**config.mk**
```make
export PLATFORM = sky130hd
export DESIGN_NAME = fifo_wr_arbiter
export DESIGN_NICKNAME = d
export VERILOG_FILES = /design/src/rtl/fifo_arb_pkg.sv /design/src/rtl/fifo_wr_rr_pick.sv /design/src/rtl/fifo_wr_arbiter.sv
export SDC_FILE = /design/constraint.sdc
export NUM_CORES = 1
export LEC_CHECK = 0
export BUFFER_PORTS_ARGS = -buffer_cell sky130_fd_sc_hd__buf_2
export CAP_MARGIN = 20
export CORE_MARGIN = 1
export CORE_UTILIZATION = 35
export CTS_CLUSTER_SIZE = 40
export DETAILED_ROUTE_END_ITERATION = 12
export MAX_ROUTING_LAYER = met4
export PLACE_DENSITY = 0.81
export SYNTH_ARGS = -nofsm -noshare
export SYNTH_HDL_FRONTEND = slang
export SYNTH_SLANG_ARGS = --single-unit
```
**constraint.sdc**
```tcl
create_clock -name wclk -period 2.2 [get_ports wclk]
set_input_delay 0.44 -clock wclk [delete_from_list [all_inputs] [get_ports wclk]]
set_output_delay 0.44 -clock wclk [all_outputs]
set_load 0.05 [all_outputs]
```
**src/rtl/fifo_arb_pkg.sv**
```systemverilog
// rtl/fifo_arb_pkg.sv - shared types and helpers for the FIFO write-port arbiter
package fifo_arb_pkg;

  typedef enum logic {IDLE, GRANT} arb_state_t;

  // Index width with a floor of one bit so single-entry ranges stay legal.
  function automatic int idx_w(input int n);
    return (n > 1) ? $clog2(n) : 1;
  endfunction

endpackage

```
**src/rtl/fifo_wr_rr_pick.sv**
```systemverilog
// rtl/fifo_wr_rr_pick.sv - rotate-priority picker: first set request at or above ptr, with wrap
module fifo_wr_rr_pick
  import fifo_arb_pkg::*;
#(
  parameter int NREQ = 4,
  localparam int IW  = idx_w(NREQ)
) (
  input  logic [NREQ-1:0] req,
  input  logic [IW-1:0]   ptr,
  output logic            any,
  output logic [IW-1:0]   idx
);

  logic [IW-1:0] j;

  // Scan from the far end down so the nearest candidate to ptr is written last and wins.
  always_comb begin
    any = 1'b0;
    idx = '0;
    j   = '0;
    for (int i = NREQ - 1; i >= 0; i--) begin
      j = IW'((int'(ptr) + i) % NREQ);
      if (req[j]) begin
        any = 1'b1;
        idx = j;
      end
    end
  end

endmodule

```
**src/rtl/fifo_wr_arbiter.sv**
```systemverilog
// rtl/fifo_wr_arbiter.sv - round-robin burst arbiter sharing one async-FIFO write port
module fifo_wr_arbiter
  import fifo_arb_pkg::*;
#(
  parameter int DATA  = 32,
  parameter int NREQ  = 4,
  parameter int BURST = 4
) (
  input  logic                     wclk,
  input  logic                     wreset,
  input  logic [NREQ-1:0]          req_valid,
  input  logic [NREQ*DATA-1:0]     req_data,
  output logic [NREQ-1:0]          req_ready,
  input  logic                     wfull,
  output logic                     write,
  output logic [DATA-1:0]          wdata,
  output logic [$clog2(NREQ)-1:0]  gnt_id,
  output logic                     busy
);

  localparam int IW = idx_w(NREQ);
  localparam int CW = idx_w(BURST + 1);

  arb_state_t      state, state_n;
  logic [IW-1:0]   owner, owner_n;
  logic [IW-1:0]   rr_ptr, rr_ptr_n;
  logic [CW-1:0]   beat_cnt, beat_cnt_n;

  logic            pick_any;
  logic [IW-1:0]   pick_idx;
  logic [DATA-1:0] lane [NREQ];
  logic            own_valid;
  logic            beat;

  for (genvar g = 0; g < NREQ; g++) begin : g_lane
    assign lane[g] = req_data[g*DATA +: DATA];
  end

  fifo_wr_rr_pick #(.NREQ(NREQ)) u_pick (
    .req (req_valid),
    .ptr (rr_ptr),
    .any (pick_any),
    .idx (pick_idx)
  );

  assign own_valid = req_valid[owner];
  assign beat      = (state == GRANT) && own_valid && !wfull;

  always_ff @(posedge wclk or posedge wreset) begin
    if (wreset) begin
      state    <= IDLE;
      owner    <= '0;
      rr_ptr   <= '0;
      beat_cnt <= '0;
    end else begin
      state    <= state_n;
      owner    <= owner_n;
      rr_ptr   <= rr_ptr_n;
      beat_cnt <= beat_cnt_n;
    end
  end

  // A dropped valid releases even under wfull; wfull alone only stalls the grant.
  always_comb begin
    state_n    = state;
    owner_n    = owner;
    rr_ptr_n   = rr_ptr;
    beat_cnt_n = beat_cnt;
    case (state)
      IDLE: begin
        if (pick_any) begin
          owner_n    = pick_idx;
          beat_cnt_n = '0;
          state_n    = GRANT;
        end
      end
      GRANT: begin
        if (!own_valid || (beat && beat_cnt == CW'(BURST - 1))) begin
          state_n  = IDLE;
          rr_ptr_n = (owner == IW'(NREQ - 1)) ? '0 : owner + 1'b1;
        end else if (beat) begin
          beat_cnt_n = beat_cnt + 1'b1;
        end
      end
      default: state_n = IDLE;
    endcase
  end

  always_comb begin
    req_ready = '0;
    if (state == GRANT && !wfull) req_ready = NREQ'(1) << owner;
  end

  assign write  = beat;
  assign wdata  = beat ? lane[owner] : '0;
  assign gnt_id = owner;
  assign busy   = (state == GRANT);

endmodule

```
After elaboration in Yosys (flattened, before gate mapping)
Index checks and enable logic that the tools add are counted.
Widths: inputs -> output; s select.
{"block": "word_totals", "ff_bits": 8, "out_inout_bits": 40}
{"block": "classes", "add_sub_neg": 5, "order_cmp": 6, "n_eq_ne": 5, "shifts": 1, "mux": 31, "n_bitwise": 2, "reduce_logical": 10}
{"cell": "$mux 32", "n": 3}
{"cell": "$bmux 32 s2", "n": 1}
{"cell": "$lt 2x3->1 const B", "n": 5}
{"cell": "$mux 1", "n": 11}
{"cell": "$bmux 1 s2", "n": 5}
{"cell": "$mux 2", "n": 5}
{"cell": "$mux 3", "n": 3}
{"cell": "$pmux 3 s2", "n": 1}
{"cell": "$add 2x1->2 const B", "n": 2}
{"cell": "$add 2x2->2 const B", "n": 2}
{"cell": "$logic_and 1x1->1", "n": 4}
{"cell": "$mux 4", "n": 1}
{"cell": "$ne 2x2->1 const B", "n": 2}
{"cell": "$reduce_and 2->1", "n": 2}
{"cell": "$shl 1x2->4 const A", "n": 1}
{"cell": "$add 3x1->3 const B", "n": 1}
{"cell": "$eq 3x2->1 const B", "n": 1}
{"cell": "$ge 3x3->1 const B", "n": 1}
{"cell": "$not 2->3", "n": 1}
{"cell": "$reduce_and 3->1", "n": 1}
{"cell": "$eq 2x2->1 const B", "n": 1}
{"cell": "$logic_not 1->1", "n": 2}
{"cell": "$ne 2x1->1 const B", "n": 1}
{"cell": "$pmux 1 s2", "n": 1}
{"cell": "2 further kinds", "n": 2}

Logic depth before layout (Yosys ltp)
{"block": "logic_depth", "depth_word": 9, "ltp_mapped": 5, "depth_no_buf": 5}

By module
A second synthesis with hierarchy kept.
{"block": "unflattened", "hier_cells": 141, "area_unflattened_um2": 1600.3}
{"module": "fifo_wr_arbiter", "instances": 1, "cells_each": 128, "area_per_inst_um2": 1522.7, "seq_area_each_um2": 200.2}
{"module": "fifo_wr_rr_pick", "instances": 1, "cells_each": 13, "area_per_inst_um2": 77.6, "seq_area_each_um2": 0.0}

Worst setup path after synthesis
OpenSTA, ideal clock, no wires.
{"block": "synth_path", "path_kind": "reg-to-output", "from": "reg owner[0], in the netlist gnt_id[0]", "to": "out wdata[0]", "t_arrival_ns": 2.054, "required_time_ns": 1.760, "setup_slack_ns": -0.294, "path_stages_with_launch": 5, "path_buffers": 2, "cell_sequence": "dfrtp_1 buf_4 buf_2 mux4_2 and3_1"}
{"block": "synth_via", "elab_chain_len": 5, "elab_cells_between_ends": 9, "classes_between": "mux: 6; bitwise: 1; reduce/logical: 2"}
{"element": "from (decl)", "line_no": "fifo_wr_arbiter.sv:25", "text": "logic [IW-1:0] owner, owner_n;"}
{"element": "from (signal assigned)", "line_no": "fifo_wr_arbiter.sv:57", "text": "owner <= owner_n;"}
{"element": "$not 2->3 (not written as such) / $bmux 1 s2 (equally long branches)", "line_no": "fifo_wr_arbiter.sv:95, fifo_wr_arbiter.sv:46"}
{"element": "$bmux 32 s2 / $mux 1 (equally long branches)", "line_no": "fifo_wr_arbiter.sv:95, fifo_wr_arbiter.sv:46"}
{"element": "$mux 32 (not written as such) / $logic_and 1x1->1 (equally long branches) (2 in a row)", "line_no": "fifo_wr_arbiter.sv:95, fifo_wr_arbiter.sv:47"}
{"element": "$mux 32 *", "line_no": "fifo_wr_arbiter.sv:95", "text": "assign wdata = beat ? lane[owner] : '0;"}
{"element": "to (decl)", "line_no": "fifo_wr_arbiter.sv:16", "text": "output logic [DATA-1:0] wdata,"}
Mark *: on every way between the ends. The rest lies on a longest branch, timed or not. The select of a mux whose other input is x is not followed.

Final worst setup path
{"block": "layout_path", "from": "reg owner[0], in the netlist gnt_id[0]", "to": "out wdata[6]"}
Same word-level chain as after synthesis.

==> impl_metrics.toml <==
[global_routing]
grt_overflow = 0
track_usage = 0.241
grt_pass1_vias = 1888
grt_pass1_wl_um = 9190
grt_max_degree = 38
antenna_found_initial = 0

[pwr]
ir_worst_vdd_mv = 0.851
power_density_nw_per_um2 = 1110
power.leakage_nw = 1.50

[final_layout]
area_growth_pct = 80.3
nNetsFinal = 457
drive_gt1_frac = 0.816
postLayoutCoreUtil = 0.665
n_antenna_cell = 0

[worst_setup_path]
crit_slowest_cell = "mux4_2"
worstPathRequired_ns = 1.76
crit_chain = "buf_12 > mux4_2 > and3_2 > buf_6"
critical_path.top_delay_family = "multiplexers"
cp-end-kind = "primary output"
regToRegStartpoint = "gnt_id[0]"
r2r_slack_ns = 0.45
path_buf_inv = 2
criticalPathCategory = "flip-flop to primary output"
rr_endpoint = "rr_ptr[1]"
start_kind = "flip-flop"
ff2ff_path_depth = 5
worst_path_largest_cell_delay_ns = 0.54
arrival_ns = 1.77
cp_max_fo = 17

[place]
gp_congestion = 0.807
hpwl_um = 4770
io_buffers = 174
pre_cts_slack_ns = 0.0885

[timing]
setup_ws_ns = -0.0136
finalCriticalPeriod_ns = 2.21
hold_viol = 0
tightest_slew_ns = 0.339
maxSlewHeadroom = 0.768
fmax_mhz = 452
drv_slew = 0
fin_crit_sh = 1.01
rsz0062_at_grt = "yes"
clock_skew_ns = 0.00496
setup_violations = 2

[synth]
synth.avg_cell_area_um2 = 11.2
synth.cell_area_um2 = 1620
synth_ff_type = "dfrtp_1"
synth.largest_area_cell = "mux4_2"
yosys-top-cells-count = "mux4_2 (33), and3_1 (32), clkbuf_1 (10)"
synthCells = 144
synthMostInstantiatedCell = "mux4_2"
synth_seq_cells = 8
synth_seq_area_share = 0.124
synth.distinct_cells = 31
async_flop_share = 1.00
syn_nets = 285
synthTopCellsByArea = "mux4_2 (46%), and3_1 (12%), dfrtp_1 (12%)"
synth_enable_flop_cells = 0
ys_warn_count = 0
synth_top_area_frac = 0.459

[clock_tree]
insertion_delay_ns = 0.23
ctsHtreeMaxLevel = 1
cts-root-buf = "clkbuf_8"
ctsHoldBuffers = 0
postCtsSetupBuffers = 0
clock_sinks = 8
numCtsBuffers = 3
cts_resized = 52
cts_tree = "built"
clkTransAtPathRegs_ns = 0.05
cts.path.max_buffers = 2

[routing]
drtPass1Iterations = 4
initialDrtViolationCount = 89
drc = 0
vias = 2017
totalWireLength_um = 6310
wire_per_inst_um = 17.2
avgViaCountPerCell = 5.50
antenna_left = 0

[die]
core_region_area_um2 = 4380
die_h_um = 70.0
num_rows = 24
die_x_um = 70.0
die-area_um2 = 4900
ioPinCount = 175
start_util = 0.369

[job]
maxCapViolations = 0

[status]
outcome = "complete, but fails checks"
violations = "negative setup slack"

[min_path]
hp-class = "input pin to asynchronous set/reset pin"
## per-stage QoR
stage	power, mW	TNS [ns]	instance area [µm²]	cells	hold slack (ns)
after global placement	2.81	0	2660	363	0.402
after global routing	3.43	-0.924	2920	367	0.179
after detailed placement	2.85	0	2660	363	0.414
after floorplan	2.25	-0.190	1690	144	0.256
after CTS	3.20	-0.0549	2860	367	0.165
final	3.25	-0.0194	2920	367	0.145
## area by class of cell
class,count,area [µm²]
Sequential cell,8,203
Clock buffer,4,45.0
Inverter,7,26.3
Timing Repair Buffer,183,1190
Multi-Input combinational cell,113,1390
Tap cell,52,65.1
Fill cell,345,1470
## layout by cell type (no fill, tap or decap), types with 2 or more instances in the layout
| cell type | instances |
|---|---|
| a21oi_1 | 2 |
| and2_1 | 4 |
| and3_1 | 3 |
| and3_2 | 19 |
| and3_4 | 10 |
| buf_12 | 4 |
| buf_2 | 141 |
| buf_4 | 6 |
| buf_6 | 32 |
| clkbuf_8 | 3 |
| dfrtp_1 | 6 |
| dfrtp_2 | 2 |
| ha_1 | 6 |
| inv_1 | 7 |
| mux2_2 | 2 |
| mux2i_1 | 4 |
| mux4_2 | 33 |
| nand2_1 | 4 |
| nand2b_1 | 4 |
| nor2_1 | 2 |
| o21ai_0 | 5 |
## where the power goes
group,total (mW),internal (mW),switching (mW)
registers,0.275,0.212,0.0630
logic,2.78,1.30,1.48
clock network,0.192,0.126,0.0654
total,3.25,1.64,1.61
## cells by family after synthesis
logic type      after synthesis  synth area share
mux                          40             0.505
compound gates               14            0.0588
fa+ha+maj                     6            0.0464
buf+inv                      23            0.0665
simple gates                 53             0.200
flops                         8             0.124
## worst max path at each step
stage	cells past startpoint	from	end	slack, ns
3_5_place_dp	5	req_valid[3]	wdata[4]	0.09
6_report	4	gnt_id[0]	wdata[6]	-0.01
4_1_cts	5	gnt_id[0]	wdata[4]	-0.03
5_1_grt	4	gnt_id[0]	wdata[6]	-0.06
2_1_floorplan	4	gnt_id[1]	wdata[27]	-0.02
3_3_place_gp	5	req_valid[3]	wdata[17]	0.12
## flip-flops by register name (all words and copies together) (netlist names)
signal    flops
beat_cnt      3
busy          1
gnt_id        2
rr_ptr        2
## layer usage
metal  wire, µm  vias to the layer above  part of all wire  track usage
li1           -                      928                 -            -
met1       2240                      974              0.36        0.266
met2       3470                       92              0.55        0.426
met3        381                       23             0.060       0.0390
met4        215                        0             0.034        0.107
met5          0                        -                 0            -
No activity file was read; power rests on OpenSTA's default activity.
